[src/rtl/instr_fetch_unit.sv]
`default_nettype none
// ============================================================================
// Module      : instr_fetch_unit
// Description : Fetch stage. Holds the PC, requests instructions from
//               instruction memory over a req/ready handshake, registers the
//               returned word and presents it (with op/funct3/funct7 slices)
//               for exactly one issue cycle. The next PC comes from
//               PCSrc/PCTarget. The unit traps, and stays trapped until
//               reset, on a misaligned branch target, a non-32-bit encoding
//               or a memory timeout.
// Revision    : 1.0 - initial release
// ----------------------------------------------------------------------------
// Ports
//   clk          in   1   system clock, rising edge
//   reset        in   1   synchronous, active-high reset
//   PCSrc        in   1   take PCTarget as next PC (sampled in ISSUE only)
//   PCTarget     in   32  branch/jump target address
//   imem_req     out  1   instruction memory request
//   imem_addr    out  32  fetch address (= PC)
//   imem_ready   in   1   memory accepts request; imem_rdata valid same cycle
//   imem_rdata   in   32  instruction word
//   instr_valid  out  1   Instr valid; downstream executes this cycle
//   Instr        out  32  registered instruction
//   op           out  7   Instr[6:0]
//   funct3       out  3   Instr[14:12]
//   funct7       out  1   Instr[30]
//   PC           out  32  address of Instr
//   PCPlus4      out  32  PC + 4, modulo 2^32
//   trap         out  1   sticky fault flag
//   trap_cause   out  2   01 misaligned target, 10 imem timeout, 11 bad encoding
// ============================================================================
module instr_fetch_unit #(
    parameter logic [31:0] RESET_PC    = 32'h0000_0000,
    parameter int unsigned TIMEOUT_CYC = 16
) (
    input  logic        clk,
    input  logic        reset,
    input  logic        PCSrc,
    input  logic [31:0] PCTarget,
    output logic        imem_req,
    output logic [31:0] imem_addr,
    input  logic        imem_ready,
    input  logic [31:0] imem_rdata,
    output logic        instr_valid,
    output logic [31:0] Instr,
    output logic [6:0]  op,
    output logic [2:0]  funct3,
    output logic        funct7,
    output logic [31:0] PC,
    output logic [31:0] PCPlus4,
    output logic        trap,
    output logic [1:0]  trap_cause
);

    // ------------------------------------------------------------------------
    // Constants
    // ------------------------------------------------------------------------
    localparam logic [1:0]  c_ST_IDLE  = 2'd0;
    localparam logic [1:0]  c_ST_FETCH = 2'd1;
    localparam logic [1:0]  c_ST_ISSUE = 2'd2;
    localparam logic [1:0]  c_ST_TRAP  = 2'd3;

    localparam logic [1:0]  c_CAUSE_NONE     = 2'b00;
    localparam logic [1:0]  c_CAUSE_MISALIGN = 2'b01;
    localparam logic [1:0]  c_CAUSE_TIMEOUT  = 2'b10;
    localparam logic [1:0]  c_CAUSE_BADENC   = 2'b11;

    // addi x0, x0, 0
    localparam logic [31:0] c_NOP = 32'h0000_0013;

    // The counter only has to reach TIMEOUT_CYC-1.
    localparam int c_CNT_W = (TIMEOUT_CYC > 1) ? $clog2(TIMEOUT_CYC) : 1;

    // ------------------------------------------------------------------------
    // Signals
    // ------------------------------------------------------------------------
    logic [1:0]         r_state;
    logic [1:0]         w_next_state;
    logic [31:0]        r_pc;
    logic [31:0]        r_instr;
    logic [1:0]         r_cause;
    logic [c_CNT_W-1:0] r_wait_cnt;

    logic [31:0]        w_pc_plus4;
    logic               w_timeout;
    logic               w_bad_enc;
    logic               w_misalign;
    logic               w_issue_trap;
    logic               w_imem_req;
    logic               w_instr_valid;
    logic               w_trap;

    assign w_pc_plus4   = r_pc + 32'd4;
    // Only 32-bit encodings (low two bits 11) are supported.
    assign w_bad_enc    = (r_instr[1:0] != 2'b11);
    assign w_misalign   = PCSrc && (PCTarget[1:0] != 2'b00);
    assign w_issue_trap = w_bad_enc || w_misalign;

    // Timeout fires on the last permitted non-ready FETCH cycle; a zero
    // TIMEOUT_CYC disables it so the unit waits for memory forever.
    generate
        if (TIMEOUT_CYC != 0) begin : g_timeout_on
            localparam logic [c_CNT_W-1:0] c_WAIT_LAST = c_CNT_W'(TIMEOUT_CYC - 1);
            assign w_timeout = (r_wait_cnt == c_WAIT_LAST);
        end else begin : g_timeout_off
            assign w_timeout = 1'b0;
        end
    endgenerate

    // ------------------------------------------------------------------------
    // FSM: state register
    // ------------------------------------------------------------------------
    always_ff @(posedge clk) begin
        if (reset) begin
            r_state <= c_ST_IDLE;
        end else begin
            r_state <= w_next_state;
        end
    end

    // ------------------------------------------------------------------------
    // FSM: next-state logic
    // ------------------------------------------------------------------------
    always_comb begin
        w_next_state = r_state;
        case (r_state)
            c_ST_IDLE: begin
                w_next_state = c_ST_FETCH;
            end
            c_ST_FETCH: begin
                // imem_req is always high in FETCH, so ready alone means accept.
                if (imem_ready) begin
                    w_next_state = c_ST_ISSUE;
                end else if (w_timeout) begin
                    w_next_state = c_ST_TRAP;
                end
            end
            c_ST_ISSUE: begin
                w_next_state = w_issue_trap ? c_ST_TRAP : c_ST_FETCH;
            end
            c_ST_TRAP: begin
                w_next_state = c_ST_TRAP;
            end
            default: begin
                w_next_state = c_ST_IDLE;
            end
        endcase
    end

    // ------------------------------------------------------------------------
    // FSM: output decode
    // ------------------------------------------------------------------------
    always_comb begin
        w_imem_req    = 1'b0;
        w_instr_valid = 1'b0;
        w_trap        = 1'b0;
        case (r_state)
            c_ST_FETCH: w_imem_req    = 1'b1;
            c_ST_ISSUE: w_instr_valid = 1'b1;
            c_ST_TRAP:  w_trap        = 1'b1;
            default:    ;
        endcase
    end

    // ------------------------------------------------------------------------
    // Datapath: PC, instruction register, wait counter, trap cause
    // ------------------------------------------------------------------------
    always_ff @(posedge clk) begin
        if (reset) begin
            r_pc       <= RESET_PC;
            r_instr    <= c_NOP;
            r_cause    <= c_CAUSE_NONE;
            r_wait_cnt <= '0;
        end else begin
            case (r_state)
                c_ST_FETCH: begin
                    if (imem_ready) begin
                        r_instr    <= imem_rdata;
                        r_wait_cnt <= '0;
                    end else begin
                        r_wait_cnt <= r_wait_cnt + 1'b1;
                        if (w_timeout) begin
                            r_cause <= c_CAUSE_TIMEOUT;
                        end
                    end
                end
                c_ST_ISSUE: begin
                    // A faulting instruction leaves the PC pointing at itself.
                    if (w_bad_enc) begin
                        r_cause <= c_CAUSE_BADENC;
                    end else if (w_misalign) begin
                        r_cause <= c_CAUSE_MISALIGN;
                    end else begin
                        r_pc <= PCSrc ? PCTarget : w_pc_plus4;
                    end
                end
                default: ;
            endcase
        end
    end

    // ------------------------------------------------------------------------
    // Outputs
    // ------------------------------------------------------------------------
    assign imem_req    = w_imem_req;
    assign imem_addr   = r_pc;
    assign instr_valid = w_instr_valid;
    assign Instr       = r_instr;
    assign op          = r_instr[6:0];
    assign funct3      = r_instr[14:12];
    assign funct7      = r_instr[30];
    assign PC          = r_pc;
    assign PCPlus4     = w_pc_plus4;
    assign trap        = w_trap;
    assign trap_cause  = r_cause;

endmodule
`default_nettype wire

[config.mk]
export PLATFORM = sky130hd
export DESIGN_NAME = instr_fetch_unit
export DESIGN_NICKNAME = d
export VERILOG_FILES = /design/src/rtl/instr_fetch_unit.sv
export SDC_FILE = /design/constraint.sdc
export NUM_CORES = 1
export LEC_CHECK = 0
export CELL_PAD_IN_SITES_DETAIL_PLACEMENT = 1
export CELL_PAD_IN_SITES_GLOBAL_PLACEMENT = 1
export CORE_UTILIZATION = 29
export CTS_CLUSTER_SIZE = 24
export DETAILED_ROUTE_END_ITERATION = 12
export GPL_TIMING_DRIVEN = 1
export PLACE_DENSITY = 0.88
export SKIP_LAST_GASP = 1
export SLEW_MARGIN = 20
export SYNTH_ARGS = -nofsm -noshare
export SYNTH_HDL_FRONTEND = slang
export SYNTH_SLANG_ARGS = --single-unit
[constraint.sdc]
create_clock -name clk -period 4.05 [get_ports clk]
set_input_delay 0.405 -clock clk [delete_from_list [all_inputs] [get_ports clk]]
set_output_delay 0.405 -clock clk [all_outputs]
set_load 0.005 [all_outputs]
==> flow_summary.json <==
{
  "synth_cell_types": 56,
  "die_w_um": 120.1,
  "cts.path.max_buffers": 2,
  "cts.sinks": 72,
  "place_hpwl_um": 10910,
  "cp.required_ns": 3.64,
  "cp_data_arrival_time_ns": 2.95,
  "clk_latency_ns": 0.34,
  "grt_usage_pct": 21.05,
  "antenna_found_initial": 0,
  "yosysTopAreaCellShare_pct": 35.61,
  "cts_made_buffers": 9,
  "preCtsSetupSlack_ns": 1.050,
  "tns_ns": 0,
  "drtAntennaViolNets": 0,
  "initial_utilization_pct": 30.09,
  "cp_slowest_stage_delay_ns": 0.63,
  "crit_chain": "and4_1 -> and2_0 -> and4_2 -> xor2_1 -> clkdlybuf4s50_1",
  "nNetsFinal": 747,
  "rsz0062_at_grt": "false",
  "synth_edf_count": 0,
  "n_antenna_cell": 0,
  "finClkSkew_ns": 0.005466,
  "drt_wl_total_um": 15080,
  "gp_congestion": 0.8575,
  "cts_tree": "built",
  "critPathMaxFanout": 14,
  "yosysWarningCount": 0,
  "drive_gt1_share_pct": 4.405,
  "ys.flop_type": "dfxtp_1",
  "hold_path.startpoint": "Instr[25]$_SDFFE_PP0P_",
  "overflow": 0,
  "cts_root_buf": "clkbuf_16",
  "ir_drop_v": 0.0001615,
  "routedWlPerCell_um": 17.60,
  "ys_seq_area_share_pct": 35.61,
  "grt_max_degree": 74,
  "layout.cells.most_common": "clkdlybuf4s50_1",
  "worst-slew-pin-transition_ns": 1.056,
  "rows": 42,
  "cp_slowest_cell": "and2_0",
  "fmax_mhz": 298.3,
  "syn_area_um2": 4048,
  "fillers": 1619,
  "leakage_nw": 2.212,
  "via_count": 4359,
  "syn_to_final_growth_pct": 54.68,
  "ys_async_sr_fraction_pct": 0,
  "final_cell_mix": "209 x clkdlybuf4s50_1, 97 x nand2_1, 72 x dfxtp_1, 52 x a21oi_1, 33 x nor2_1",
  "power_density_nw_per_um2": 302.3,
  "synthCells": 530,
  "dieArea_um2": 14430,
  "core_area_um2": 13450,
  "finalSetupViolations": 0,
  "detail_route.iter0.violations": 237,
  "synth_area_leaders": "dfxtp_1 36%, nand2_1 9.0%, buf_4 8.3%",
  "fp.dieH_um": 120.1,
  "status": "complete, no violations",
  "clk_transition_reported_paths_ns": 0.06,
  "holdBufCountCts": 0,
  "io_pins": 212,
  "synth_area_per_cell_um2": 7.637,
  "fin_ws_ns": 0.6981,
  "grt_pass1_vias": 4551,
  "cts_setup_buffers": 0,
  "yosys.area.top_type": "dfxtp_1",
  "h-tree-depth": 3,
  "crit_start": "PC[15]$_SDFFE_PP0P_",
  "path_class": "reg -> out",
  "finalCritPeriodShare_pct": 82.76,
  "synth_nets": 600,
  "grt_pass1_wl_um": 23750,
  "synth-seq-cells": 72,
  "r2r_start": "PC[15]$_SDFFE_PP0P_",
  "vias_per_cell": 5.086,
  "fin_crit_ns": 3.352,
  "cts_resized": 0,
  "io_buffers": 211,
  "worst-path-buf-inv": 1,
  "max_slew_margin_pct": 29.40,
  "endpoint_kind": "output pin",
  "drt_pass1_iterations": 4,
  "maxSlewViolCount": 0,
  "drc": 0,
  "startpoint_type": "flop",
  "hold_viol": 0,
  "maxCapViolCount": 0,
  "hold_class": "reg -> reg",
  "crit_family": "simple AND/OR/NAND/NOR gates"
}
==> synth_stat cells, types with 4 or more instances <==
| cell | n |
|---|---|
| buf_2 | 6 |
| clkbuf_1 | 26 |
| nand3b_1 | 4 |
| and3_1 | 9 |
| a31oi_1 | 10 |
| nand3_1 | 25 |
| o31ai_1 | 4 |
| nand2b_1 | 4 |
| nor2_1 | 33 |
| inv_1 | 12 |
| o21ai_0 | 13 |
| nor3_1 | 12 |
| nand4_1 | 8 |
| xnor2_1 | 21 |
| a22oi_1 | 6 |
| buf_4 | 45 |
| dfxtp_1 | 72 |
| xor2_1 | 8 |
| nand2_1 | 97 |
| a21oi_1 | 52 |
==> sequential cells by signal, summed over array words and instances (netlist names) <==
register / count
Instr: 32
PC: 32
r_wait_cnt: 4
trap_cause: 2
r_state: 2
==> worst min-delay path: cells and delay by family (launching register included) <==
family | cells | cell delay (ns)
simple gates | 1 | 0.05
compound gates | 1 | 0.05
flops | 1 | 0.31
==> cell type report <==
cell class,instances,area [um2],area share (%)
flip-flops and latches,72,1441,23.02
repair buffers,216,2160,34.49
clock buffers,10,229.0,3.657
multi-input cells,366,2085,33.29
inverters,12,45.04,0.7194
well taps,176,220.2,3.517
clock inverters,5,81.33,1.299
==> path summary, 6_finish.rpt <==
path         depth (start not counted)                     end  slack, ns
max                                  5             PCPlus4[27]       0.70
min                                  2  Instr[25]$_SDFFE_PP0P_       0.46
max reg2reg                          5     PC[24]$_SDFFE_PP0P_       1.49
min reg2reg                          2  Instr[25]$_SDFFE_PP0P_       0.46
==> power breakdown <==
group          switching [mW]  internal, mW  leakage, nW
sequential             0.0276         0.733        0.584
clock                   0.323         0.537        0.149
combinational           0.113         0.158         1.48
==> metal layers <==
layer  wire length, um  GRT usage, %  up-vias
met2              7750         37.64      131
met4               273         8.438        0
li1                  -             -     2082
met5                 0             0        -
met3               759         4.135       15
met1              6297         24.35     2131
==> cells by family (layout without fill, tap and decap cells) <==
| group | after synthesis | count (layout) | share of synthesized area [%] |
|---|---|---|---|
| adders and majority gates | 2 | 2 | 0.6181 |
| DFF | 72 | 72 | 35.61 |
| buffers and inverters | 92 | 243 | 12.89 |
| muxes | 3 | 3 | 0.7419 |
| and+or+nand+nor | 225 | 225 | 27.91 |
| xor gates and xnor gates | 29 | 29 | 6.275 |
| AOI/OAI and AO/OA | 107 | 107 | 15.95 |
==> metrics by stage <==
step	util, %	instances	power, mW	area [um2]	hold slack (ns)
final	46.54	857	1.892	6261	0.4578
after global routing	46.54	857	1.971	6261	0.4874
after CTS	46.54	857	1.915	6261	0.4596
after detailed placement	44.23	842	1.047	5951	0.4513
after global placement	44.03	841	1.033	5923	0.4415
after floorplan	-	530	0.8800	4048	0.4492
Note: power is estimated with default switching activity, not from simulation.
